## config.mk

```make
export PLATFORM = sky130hd
export DESIGN_NAME = node_controller
export DESIGN_NICKNAME = d
export VERILOG_FILES = /design/src/rtl/node_controller.sv
export SDC_FILE = /design/constraint.sdc
export NUM_CORES = 1
export LEC_CHECK = 0
export ABC_AREA = 1
export BUFFER_PORTS_ARGS = -buffer_cell sky130_fd_sc_hd__buf_2
export CORE_ASPECT_RATIO = 1.25
export CORE_UTILIZATION = 45
export DETAILED_ROUTE_END_ITERATION = 8
export GPL_TIMING_DRIVEN = 0
export PLACE_DENSITY = 0.72
export SYNTH_ARGS = -nofsm -noshare
export SYNTH_HDL_FRONTEND = slang
export SYNTH_SLANG_ARGS = --single-unit
```

## constraint.sdc

```tcl
create_clock -name clk -period 2.4 [get_ports clk]
set_input_delay 0.24 -clock clk [delete_from_list [all_inputs] [get_ports clk]]
set_output_delay 0.24 -clock clk [all_outputs]
set_load 0.02 [all_outputs]
```

## src/rtl/node_controller.sv

```systemverilog
// Sequencer for one neuron evaluation: clears the node accumulator, walks the
// coef/data index across the image, then captures the activated result.
module node_controller #(
   parameter int IMAGE_SIZE = 64
) (
   input  logic        clk,
   input  logic        n_rst,
   input  logic        go,
   input  logic        abort,
   input  logic [15:0] node_out,
   input  logic        result_ready,
   output logic        reset_acc,
   output logic        start,
   output logic [6:0]  cnt_val,
   output logic        busy,
   output logic        done,
   output logic [15:0] result,
   output logic        result_valid
);

   typedef enum logic [1:0] {IDLE, CLEAR, ACCUM, SETTLE} state_t;

   localparam logic [6:0] LAST_IDX = 7'(IMAGE_SIZE - 1);

   state_t state;
   logic   slot_free;

   // The result slot can take a new value when empty or being drained this edge.
   assign slot_free = !result_valid || result_ready;

   always_ff @(posedge clk or negedge n_rst) begin
      if (!n_rst) begin
         state        <= IDLE;
         reset_acc    <= 1'b0;
         start        <= 1'b1;
         cnt_val      <= '0;
         busy         <= 1'b0;
         done         <= 1'b0;
         result       <= '0;
         result_valid <= 1'b0;
      end else begin
         done <= 1'b0;
         if (result_valid && result_ready)
            result_valid <= 1'b0;

         // Abort beats both go and capture; it never touches the result slot.
         if (abort && state != IDLE) begin
            state     <= IDLE;
            reset_acc <= 1'b0;
            start     <= 1'b1;
            cnt_val   <= '0;
            busy      <= 1'b0;
         end else begin
            case (state)
               IDLE: begin
                  if (go && !abort) begin
                     state     <= CLEAR;
                     reset_acc <= 1'b1;
                     start     <= 1'b1;
                     cnt_val   <= '0;
                     busy      <= 1'b1;
                  end
               end
               CLEAR: begin
                  state     <= ACCUM;
                  reset_acc <= 1'b0;
                  start     <= 1'b0;
                  cnt_val   <= '0;
               end
               ACCUM: begin
                  if (cnt_val == LAST_IDX) begin
                     state   <= SETTLE;
                     start   <= 1'b1;
                     cnt_val <= '0;
                  end else begin
                     cnt_val <= cnt_val + 7'd1;
                  end
               end
               SETTLE: begin
                  if (slot_free) begin
                     result       <= node_out;
                     result_valid <= 1'b1;
                     done         <= 1'b1;
                     busy         <= 1'b0;
                     state        <= IDLE;
                  end
               end
               default: begin
                  state     <= IDLE;
                  reset_acc <= 1'b0;
                  start     <= 1'b1;
                  cnt_val   <= '0;
                  busy      <= 1'b0;
               end
            endcase
         end
      end
   end

endmodule

```

==> Flow_metrics.wiki <==
{| class="wikitable"
! Metric !! Value
|-
| Run status || complete, but fails checks
|-
| Failing checks || hold timing
|-
| Gate Count Post-Synth || between 150 and 200
|-
| Avg WL per Cell || approximately 11 um
|-
| Row Count || 23
|-
| Post-detailed-placement cell area || around 0.0018 mm2
|-
| Total overflow reported by the global router || 0
|-
| Max-Slew Margin vs Limit || 0.5618
|-
| Max-capacitance violation count || 0
|-
| Cell type contributing the most total cell area after synthesis || dfrtp_1
|-
| Number of buffers on the longest clock path || 2
|-
| Cts-stage hold buffer count || 0
|-
| Post-synth design cell area || 0.001514 mm2
|-
| Global-route wire length before repair || approximately 4700 um
|-
| Gp weighted congestion || 0.7622
|-
| Number of iterations in the first detailed-routing pass || 4
|-
| Unrepaired setup endpoints after global routing || false
|-
| Area share of the largest cell type after synthesis || 0.4793
|-
| CTS clk-pin slew, worst paths || 0.07 ns
|-
| Count of cell types in the netlist || 25
|-
| Die height || 66.85 um
|-
| Classification of the worst-slack hold path || in2async
|-
| Portion of the post-synthesis area used by sequential elements || 0.4967
|-
| Post-cts repair resize count || 0
|-
| Core outline area || approximately 0.0032 mm2
|-
| Number of remaining DRC errors || 0
|-
| Leakage power || 1.087 nW
|-
| Count of warnings emitted by yosys || 0
|-
| Via total after detailed routing || ~1.3k
|-
| Max Freq || ~600 MHz
|-
| Starting density of the core || 0.4740
|-
| Max FO, Critical Path || 6
|-
| Port buffer count || 48
|-
| Layout cells sized above 1 || 0.3660
|-
| Post-route ant nets || 0
|-
| Number of nets produced by synthesis || just over 200
|-
| Per-cell via count in the routed design || about 4.6
|-
| Critical path class || reg2reg
|-
| Final setup violation count || 0
|-
| Data required, critical path || approximately 2.6 ns
|-
| Worst reg2reg path depth || 10
|-
| Area growth syn-to-layout || 26.20%
|-
| H-Tree Depth || 2
|-
| Power density normalized to cell area || 1254 mW/mm2
|-
| Critical Path End Type || flop
|-
| Post-Layout Inst Area || 0.001911 mm2
|-
| CTS root buffer || clkbuf_8
|-
| Transition at the pin with the smallest max-transition slack || approximately 0.66 ns
|-
| Post-layout nets || between 200 and 300
|-
| Number of max-slew violations in the final report || 0
|-
| Launch instance of the worst register-to-register path || state[0]$_DFFE_PN0P_
|-
| Die Width || around 54 um
|-
| Synth top area cells || dfrtp_1, nand2_1, nand2_2
|-
| Worst-case hold slack || -0.01769 ns
|-
| Number of clock sinks seen by CTS || 30
|-
| CTS tree || yes
|-
| Via count of the first global-routing pass || about 1.1k
|-
| Flip-flop and latch count after synthesis || 30
|-
| Setup crit start kind || flop
|-
| Largest net degree at the start of global routing || 31
|-
| Worst reg-to-reg setup slack || 0.77 ns
|-
| First DRT Iteration DRCs || 28
|-
| Fin Clk Skew || slightly below 0.003 ns
|-
| Antenna violations before repair || 0
|-
| Post-CTS setup buffer count || 0
|-
| Arrival time of the worst setup path || 1.80 ns
|-
| Total Wirelength || around 3000 um
|-
| Final hold viol count || 29
|-
| Design Power || between 2 and 2.5 mW
|-
| Die Outline Area || between 0.003 and 0.004 mm2
|-
| TritonCTS Buffers || 5
|-
| Average size of a mapped cell || ~8.5 um2
|-
| Overall fraction of global-route tracks in use || 0.1833
|-
| Fin Setup TNS || 0 ns
|-
| Share of the clock period used by the worst path || 0.6794
|-
| Detailed placer's ending HPWL || 2150 um
|-
| Tmin final || roughly 1.6 ns
|-
| Source-to-sink clock delay at the later pin of the worst-skew pair || 0.28 ns
|-
| Max rail drop VDD || approximately 0.66 mV
|-
| Reg-to-Reg End || state[1]$_DFFE_PN0P_
|-
| Antenna fix cells || 0
|-
| Count of boundary I/O pins || 49
|}
## cell usage in the layout, fill, tap and decap left out, types with 2 or more instances in the layout
cell type  instances
nand3_1            7
o21ai_1            3
nand2_1           71
buf_2             48
nand4_1            3
nor2_1             8
o21ai_0            4
clkbuf_8           5
or2_2              2
dfrtp_1           29
ha_1               5
nor2_2             4
nand2_2           12
nand2_4            2
inv_2              2
inv_1             15
nand3_2            2
## stage by stage
stage / util / worst slack [ns] / std cells
CTS: 0.5981 / 0.7624 / 272
finish: 0.5981 / 0.7694 / 272
floorplan: - / 0.9846 / 179
global placement: 0.5637 / 0.8290 / 264
detailed placement: 0.5637 / 0.7868 / 264
global route: 0.5981 / 0.6539 / 272
## routing by layer
| metal | global-route usage | share of wire | vias to the layer above |
|---|---|---|---|
| met1 | 0.2264 | 0.47 | 556 |
| met5 | 0 | 0 | - |
| li1 | - | - | 664 |
| met4 | 0.07895 | 0.016 | 0 |
| met2 | 0.2870 | 0.47 | 31 |
| met3 | 0.05708 | 0.042 | 5 |
## synth_stat cells
library cell and number:
nand4_1 3, inv_4 1, nand3_2 2, o22ai_1 1, a21oi_1 1, nand3_1 7
o21ai_0 4, nand2_2 12, dfrtp_1 29, ha_1 5, buf_4 1, inv_1 15
or2_2 2, nand3b_1 1, buf_12 1, nor2_2 4, nor2_1 8, inv_6 1
inv_2 2, dfstp_2 1, nand3_4 1, o21ai_1 3, nand2_4 2, nand2_1 71
o21ai_4 1
## sequential cells by signal (all words and copies together) (netlist names)
name / count
busy: 1
cnt_val: 7
done: 1
reset_acc: 1
result: 16
result_valid: 1
start: 1
state: 2
## critical path: stages, from the launching register on
cell     delay (ns)
dfrtp_1        0.44
inv_1          0.11
ha_1           0.27
inv_2          0.10
nand2_4        0.08
nand2_1        0.11
nor2_2         0.05
nor2_2         0.14
nand2_1        0.09
nand2_1        0.07
nand2_1        0.05
## layout make-up
cell class                      instances  area (um2)
Clock buffer                            6       72.57
Buffer                                  2       27.53
Tap cell                               37       46.29
Sequential cell                        30       752.0
Fill cell                             292        1284
Timing Repair Buffer                   48       240.2
Inverter                               19       78.83
Multi-Input combinational cell        128       655.6
Clock inverter                          2       37.54
## worst max path at each step
stage / start / endpoint / cells after the start
floorplan: state[0]$_DFFE_PN0P_ / state[1]$_DFFE_PN0P_ / 10
global placement: state[0]$_DFFE_PN0P_ / state[1]$_DFFE_PN0P_ / 10
detailed placement: state[0]$_DFFE_PN0P_ / state[1]$_DFFE_PN0P_ / 10
CTS: state[0]$_DFFE_PN0P_ / state[1]$_DFFE_PN0P_ / 10
global route: state[0]$_DFFE_PN0P_ / state[1]$_DFFE_PN0P_ / 10
finish: state[0]$_DFFE_PN0P_ / state[1]$_DFFE_PN0P_ / 10
## cell families (layout without fill, tap and decap cells)
group / Yosys count / in the layout / share of synthesized area
buffers and inverters: 21 / 77 / 0.07025
AO/OA/AOI/OAI: 10 / 10 / 0.04132
adder cells (fa/ha/maj): 5 / 5 / 0.04132
AND/OR/NAND/NOR: 113 / 113 / 0.3504
flip-flops: 30 / 30 / 0.4967
## where the power goes
part / internal, mW / switching [mW]
Sequential: 0.693 / 0.112
Clock: 0.309 / 0.193
Combinational: 0.380 / 0.708
Total: 1.38 / 1.01
Note: power is estimated with default switching activity, not from simulation.
